<file path="config.mk">
export PLATFORM = sky130hd
export DESIGN_NAME = map_switch_ctrl
export DESIGN_NICKNAME = d
export VERILOG_FILES = /design/src/rtl/map_switch_ctrl_pkg.sv /design/src/rtl/map_switch_ctrl_idle_det.sv /design/src/rtl/map_switch_ctrl.sv
export SDC_FILE = /design/constraint.sdc
export NUM_CORES = 1
export LEC_CHECK = 0
export ABC_AREA = 1
export BUFFER_PORTS_ARGS = -buffer_cell sky130_fd_sc_hd__buf_4
export CAP_MARGIN = 20
export CORE_MARGIN = 10
export CORE_UTILIZATION = 52
export DETAILED_ROUTE_END_ITERATION = 10
export GPL_ROUTABILITY_DRIVEN = 0
export PLACE_DENSITY = 0.75
export SKIP_CTS_REPAIR_TIMING = 1
export SLEW_MARGIN = 20
export SYNTH_ARGS = -nofsm -noshare
export SYNTH_HDL_FRONTEND = slang
export SYNTH_SLANG_ARGS = --single-unit
export TNS_END_PERCENT = 100
</file>
<file path="constraint.sdc">
create_clock -name clk -period 1.5 [get_ports clk]
set_input_delay 0.075 -clock clk [delete_from_list [all_inputs] [get_ports clk]]
set_output_delay 0.075 -clock clk [all_outputs]
set_load 0.01 [all_outputs]
</file>
<file path="src/rtl/map_switch_ctrl_pkg.sv">
// Shared definitions for the mapper switch sequencer: state encoding and
// default index settings matching the mapper hub's map_idx port.
package map_switch_ctrl_pkg;

    // Width of the hub's map_idx select and the index committed at reset.
    localparam int MAP_IDX_W   = 8;
    localparam int MAP_DEF_IDX = 0;

    // Switch sequence states.
    typedef enum logic [2:0] {
        ST_IDLE     = 3'd0,
        ST_WAIT_BUS = 3'd1,
        ST_MUTE     = 3'd2,
        ST_RESET    = 3'd3,
        ST_RELEASE  = 3'd4
    } sw_state_e;

    // Counter width for a count that must reach value-1 without wrapping.
    function automatic int cnt_width(input int value);
        return $clog2(value) + 1;
    endfunction

endpackage

</file>
<file path="src/rtl/map_switch_ctrl_idle_det.sv">
// CPU bus idle detector: counts consecutive m2-low clk cycles and flags
// when the current cycle completes an IDLE_CYC-long quiet run.
module map_bus_idle_det
    import map_switch_ctrl_pkg::*;
#(
    parameter int IDLE_CYC = 4
) (
    input  logic clk,
    input  logic rst,
    input  logic m2,
    input  logic clr,
    input  logic hold,
    output logic idle_hit,
    output logic m2_low
);

    localparam int                CNT_W = cnt_width(IDLE_CYC);
    localparam logic [CNT_W-1:0] MATCH = CNT_W'(IDLE_CYC - 1);

    logic [CNT_W-1:0] cnt_q, cnt_d;

    // Run counter: restarts on m2 high, freezes on hold, saturates at MATCH.
    always_comb begin
        cnt_d = cnt_q;
        if (clr) begin
            cnt_d = '0;
        end else if (!hold) begin
            if (m2) begin
                cnt_d = '0;
            end else if (cnt_q != MATCH) begin
                cnt_d = cnt_q + 1'b1;
            end
        end
    end

    // Counter register.
    always_ff @(posedge clk) begin
        if (rst) begin
            cnt_q <= '0;
        end else begin
            cnt_q <= cnt_d;
        end
    end

    assign m2_low   = ~m2;
    assign idle_hit = ~m2 && (cnt_q == MATCH);

endmodule

</file>
<file path="src/rtl/map_switch_ctrl.sv">
// Mapper switch sequencer: owns map_idx, mutes the hub on a quiet bus,
// commits the new index, holds the mapper in reset, and unmutes on m2 low.
// Handshake: a request transfers on any clk edge where req_valid and
// req_ready are both high; req_ready is only offered in IDLE without ss_act,
// and the requester keeps req_valid/req_idx stable until it transfers.
module map_switch_ctrl
    import map_switch_ctrl_pkg::*;
#(
    parameter int IDX_W    = MAP_IDX_W,
    parameter int DEF_IDX  = MAP_DEF_IDX,
    parameter int IDLE_CYC = 4,
    parameter int RST_CYC  = 16,
    parameter int TMO_CYC  = 4096
) (
    input  logic             clk,
    input  logic             rst,
    input  logic             m2,
    input  logic             ss_act,
    input  logic             req_valid,
    input  logic [IDX_W-1:0] req_idx,
    output logic             req_ready,
    output logic [IDX_W-1:0] map_idx,
    output logic             map_rst,
    output logic             out_mute,
    output logic             busy,
    output logic             done,
    output logic             forced
);

    localparam int TMO_W = cnt_width(TMO_CYC);
    localparam int RST_W = cnt_width(RST_CYC);

    sw_state_e        state_q, state_d;
    logic [IDX_W-1:0] map_idx_q, map_idx_d;
    logic [IDX_W-1:0] pend_idx_q, pend_idx_d;
    logic             map_rst_q, map_rst_d;
    logic             out_mute_q, out_mute_d;
    logic             busy_q, busy_d;
    logic             done_q, done_d;
    logic             forced_q, forced_d;
    logic [TMO_W-1:0] tmo_cnt_q, tmo_cnt_d;
    logic [RST_W-1:0] rst_cnt_q, rst_cnt_d;

    logic accept;
    logic idle_hit;
    logic m2_low;
    logic det_hold;

    assign req_ready = (state_q == ST_IDLE) && !ss_act;
    assign accept    = req_valid && req_ready;
    // The idle run only accumulates while waiting for the bus and not frozen.
    assign det_hold  = (state_q != ST_WAIT_BUS) || ss_act;

    map_bus_idle_det #(
        .IDLE_CYC (IDLE_CYC)
    ) u_idle_det (
        .clk      (clk),
        .rst      (rst),
        .m2       (m2),
        .clr      (accept),
        .hold     (det_hold),
        .idle_hit (idle_hit),
        .m2_low   (m2_low)
    );

    // Next-state and next-output logic for the switch sequence.
    always_comb begin
        state_d    = state_q;
        map_idx_d  = map_idx_q;
        pend_idx_d = pend_idx_q;
        map_rst_d  = map_rst_q;
        out_mute_d = out_mute_q;
        busy_d     = busy_q;
        done_d     = 1'b0;
        forced_d   = forced_q;
        tmo_cnt_d  = tmo_cnt_q;
        rst_cnt_d  = rst_cnt_q;
        case (state_q)
            ST_IDLE: begin
                if (accept) begin
                    pend_idx_d = req_idx;
                    forced_d   = 1'b0;
                    tmo_cnt_d  = '0;
                    busy_d     = 1'b1;
                    state_d    = ST_WAIT_BUS;
                end
            end
            ST_WAIT_BUS: begin
                // Save-state activity freezes the wait entirely.
                if (!ss_act) begin
                    if (idle_hit) begin
                        out_mute_d = 1'b1;
                        state_d    = ST_MUTE;
                    end else if (tmo_cnt_q == TMO_W'(TMO_CYC - 1)) begin
                        out_mute_d = 1'b1;
                        forced_d   = 1'b1;
                        state_d    = ST_MUTE;
                    end else begin
                        tmo_cnt_d = tmo_cnt_q + 1'b1;
                    end
                end
            end
            ST_MUTE: begin
                // Outputs are already muted, so the index may change now.
                map_idx_d = pend_idx_q;
                map_rst_d = 1'b1;
                rst_cnt_d = '0;
                state_d   = ST_RESET;
            end
            ST_RESET: begin
                if (rst_cnt_q == RST_W'(RST_CYC - 1)) begin
                    map_rst_d = 1'b0;
                    state_d   = ST_RELEASE;
                end else begin
                    rst_cnt_d = rst_cnt_q + 1'b1;
                end
            end
            ST_RELEASE: begin
                // Unmute only outside an m2-high phase.
                if (m2_low) begin
                    out_mute_d = 1'b0;
                    done_d     = 1'b1;
                    busy_d     = 1'b0;
                    state_d    = ST_IDLE;
                end
            end
            default: begin
                state_d = ST_IDLE;
            end
        endcase
    end

    // State and registered outputs; reset replays the mapper reset tail.
    always_ff @(posedge clk) begin
        if (rst) begin
            state_q    <= ST_RESET;
            map_idx_q  <= IDX_W'(DEF_IDX);
            pend_idx_q <= IDX_W'(DEF_IDX);
            map_rst_q  <= 1'b1;
            out_mute_q <= 1'b1;
            busy_q     <= 1'b1;
            done_q     <= 1'b0;
            forced_q   <= 1'b0;
            tmo_cnt_q  <= '0;
            rst_cnt_q  <= '0;
        end else begin
            state_q    <= state_d;
            map_idx_q  <= map_idx_d;
            pend_idx_q <= pend_idx_d;
            map_rst_q  <= map_rst_d;
            out_mute_q <= out_mute_d;
            busy_q     <= busy_d;
            done_q     <= done_d;
            forced_q   <= forced_d;
            tmo_cnt_q  <= tmo_cnt_d;
            rst_cnt_q  <= rst_cnt_d;
        end
    end

    assign map_idx  = map_idx_q;
    assign map_rst  = map_rst_q;
    assign out_mute = out_mute_q;
    assign busy     = busy_q;
    assign done     = done_q;
    assign forced   = forced_q;

endmodule

</file>
==> out/metrics.yaml <==
cts:
  numClockSinks: 45
  cts_made_buffers: 5
  clockBufferDepth: 2
  worstSkewPairLatency_ps: 300
  path_clk_slew_ps: 90
  h-tree-depth: 2
  cts_tree: "yes"
  root_buffer: "clkbuf_8"
synthesis:
  synth_nets: 330
  yosys_register_bits: 45
  synth_area_sq_um: 2242
  synthArstFlopShare: 0
  syn_area_per_cell_sq_um: 7.186
  synth_top_area_frac: 0.4018
  synth_commonest_cells: "nand2_1 (52), dfxtp_1 (45), nor2_1 (41), inv_1 (31), nand3_1 (29)"
  ys_seq_area_frac: 0.4018
  syn-instance-count: 312
  ys_top_cells_by_area: "dfxtp_1 (40%), nand2_1 (8.7%), nor2_1 (6.9%)"
  ys_warn_count: 0
  synthFlopType: "dfxtp_1"
  yosys.cell_count.top_type: "nand2_1"
  ys_types: 32
  synth_top_cell_by_area: "dfxtp_1"
  synth_edf_count: 0
power:
  powerDensity_nw_per_um2: 1283
  peakVddDrop_mv: 0.7894
  power.leakage_nw: 1.213
  p_total_w: 0.003818
sta:
  slew_headroom: 0.7161
  period_share: 1.037
  layout_setup_ws_ps: -54.90
  setup_viol: 14
  fin_skew_ps: 6.502
  worst_slew_pin_slew_ps: 425.4
  period_needed_ps: 1555
  hold_viol: 1
  maxSlewViolCount: 0
  rsz0062_at_grt: "yes"
  tns_ps: -388.6
  max_clock_freq_mhz: 643.1
  hold-worst-slack_ps: -0.2083
outcome:
  status: "finished with violations"
  violations: "hold timing, setup timing"
layout:
  nets: 386
  drive_gt1_frac: 0.3388
  num_antenna_cells: 0
  area_growth_pct: 32.76
  final_design_area_no_fill_sq_um: 2977
critical_path:
  cp.arrival_ps: 1790
  start_kind: "flop"
  crit_type: "reg -> reg"
  cp-end-kind: "flop"
  critPathMaxFanout: 6
  required_ps: 1740
placed_design:
  dpl_cell_area_sq_um: 2679
  place_hpwl_um: 3894
  io_buffers: 26
floorplanning:
  io_pins: 27
  initial_core_util: 0.5487
  fp.dieW_um: 85.67
  fp.coreArea_sq_um: 4086
  rows: 23
  die_y_um: 85.67
  die_area_sq_um: 7338
routing:
  drc: 0
  dr.pass1.iters: 4
  drt_first_iter_violations: 201
  totalWireLength_um: 5633
  ant_nets: 0
  avgViaCountPerCell: 5.339
  via_count: 2237
  wl_per_cell_um: 13.44
grt:
  grt_pass1_vias: 2011
  antenna_found_initial: 0
  grt_usage: 0.1421
  grt_max_degree: 18
  grt_pass1_wl_um: 8873
  grt-ovfl-total: 0
job:
  drv_cap: 0
hold_path:
  hold_class: "in -> reg"
power by group:
group | internal, W | switching, W | leakage, nW | total [W]
clock | 0.000329 | 0.000428 | 0.0374 | 0.000756
combinational | 0.000690 | 0.000873 | 0.809 | 0.00156
sequential | 0.00138 | 0.000122 | 0.367 | 0.00150
total | 0.00240 | 0.00142 | 1.21 | 0.00382
metrics by stage:
step | hold slack [ps] | worst slack, ps | util | cells
2_1_floorplan | 164.3 | 8.819 | - | 312
3_3_place_gp | 297.5 | -16.74 | 0.6555 | 406
3_5_place_dp | 312.1 | -83.14 | 0.6555 | 406
4_1_cts | -5.455 | -107.7 | 0.6770 | 414
5_1_grt | 25.69 | -131.2 | 0.7284 | 419
6_report | -0.2083 | -54.90 | 0.7284 | 419
state kept, by name, indices dropped and copies added (netlist names):
signal	count
tmo_cnt_q	13
map_idx	8
pend_idx_q	8
rst_cnt_q	5
state_q	3
u_idle_det.cnt_q	3
busy	1
done	1
forced	1
map_rst	1
out_mute	1
cells in the final DEF (no fill, tap or decap), types with 6 or more instances in the layout:
master   instances
nand3_1         25
buf_4           56
a21oi_1         26
a21oi_2          6
nand2_2          9
inv_2            8
nor2_1          34
o21ai_0         20
nand2_1         50
inv_1           29
dfxtp_2          7
dfxtp_1         38
final timing paths:
check / endpoint / depth (start not counted) / slack [ps] / from
hold / removal: pend_idx_q[1] / 3 / -0.2 / req_idx[1]
setup / recovery: tmo_cnt_q[10] / 10 / -50 / u_idle_det.cnt_q[1]
setup reg to reg: tmo_cnt_q[10] / 10 / -50 / u_idle_det.cnt_q[1]
hold reg to reg: pend_idx_q[3] / 2 / 460 / pend_idx_q[3]
logic make-up after synthesis:
| logic type | count (synthesis) | share of synthesized area |
|---|---|---|
| xor gates and xnor gates | 1 | 0.003907 |
| AOI/OAI and AO/OA | 62 | 0.1557 |
| and+or+nand+nor | 151 | 0.3209 |
| buffers and inverters | 48 | 0.08984 |
| DFF | 45 | 0.4018 |
| adders and majority gates | 5 | 0.02790 |
metal layers:
layer / vias up / part of all wire / track usage
met5: - / 0 / 0
met4: 0 / 0.011 / 0.04940
met3: 7 / 0.042 / 0.03027
met2: 53 / 0.48 / 0.2234
met1: 1042 / 0.46 / 0.1866
li1: 1135 / - / -
final cells by class:
class / instances / area (sq um)
Fill cell: 330 / 1110
Sequential cell: 45 / 909.6
Clock inverter: 2 / 15.01
Tap cell: 50 / 62.56
Inverter: 38 / 145.1
Multi-Input combinational cell: 219 / 1286
Timing Repair Buffer: 59 / 485.5
Clock buffer: 6 / 72.57
critical path, stage by stage, from the launching register on:
cell and delay [ps]:
dfxtp_2 340, ha_4 160, ha_4 150, inv_2 60
nor2_4 40, nand2_2 70, nand2_4 70, nor2_8 230
clkbuf_16 190, nand3_4 60, a21oi_2 130
Power figures use the tool's default switching activity.
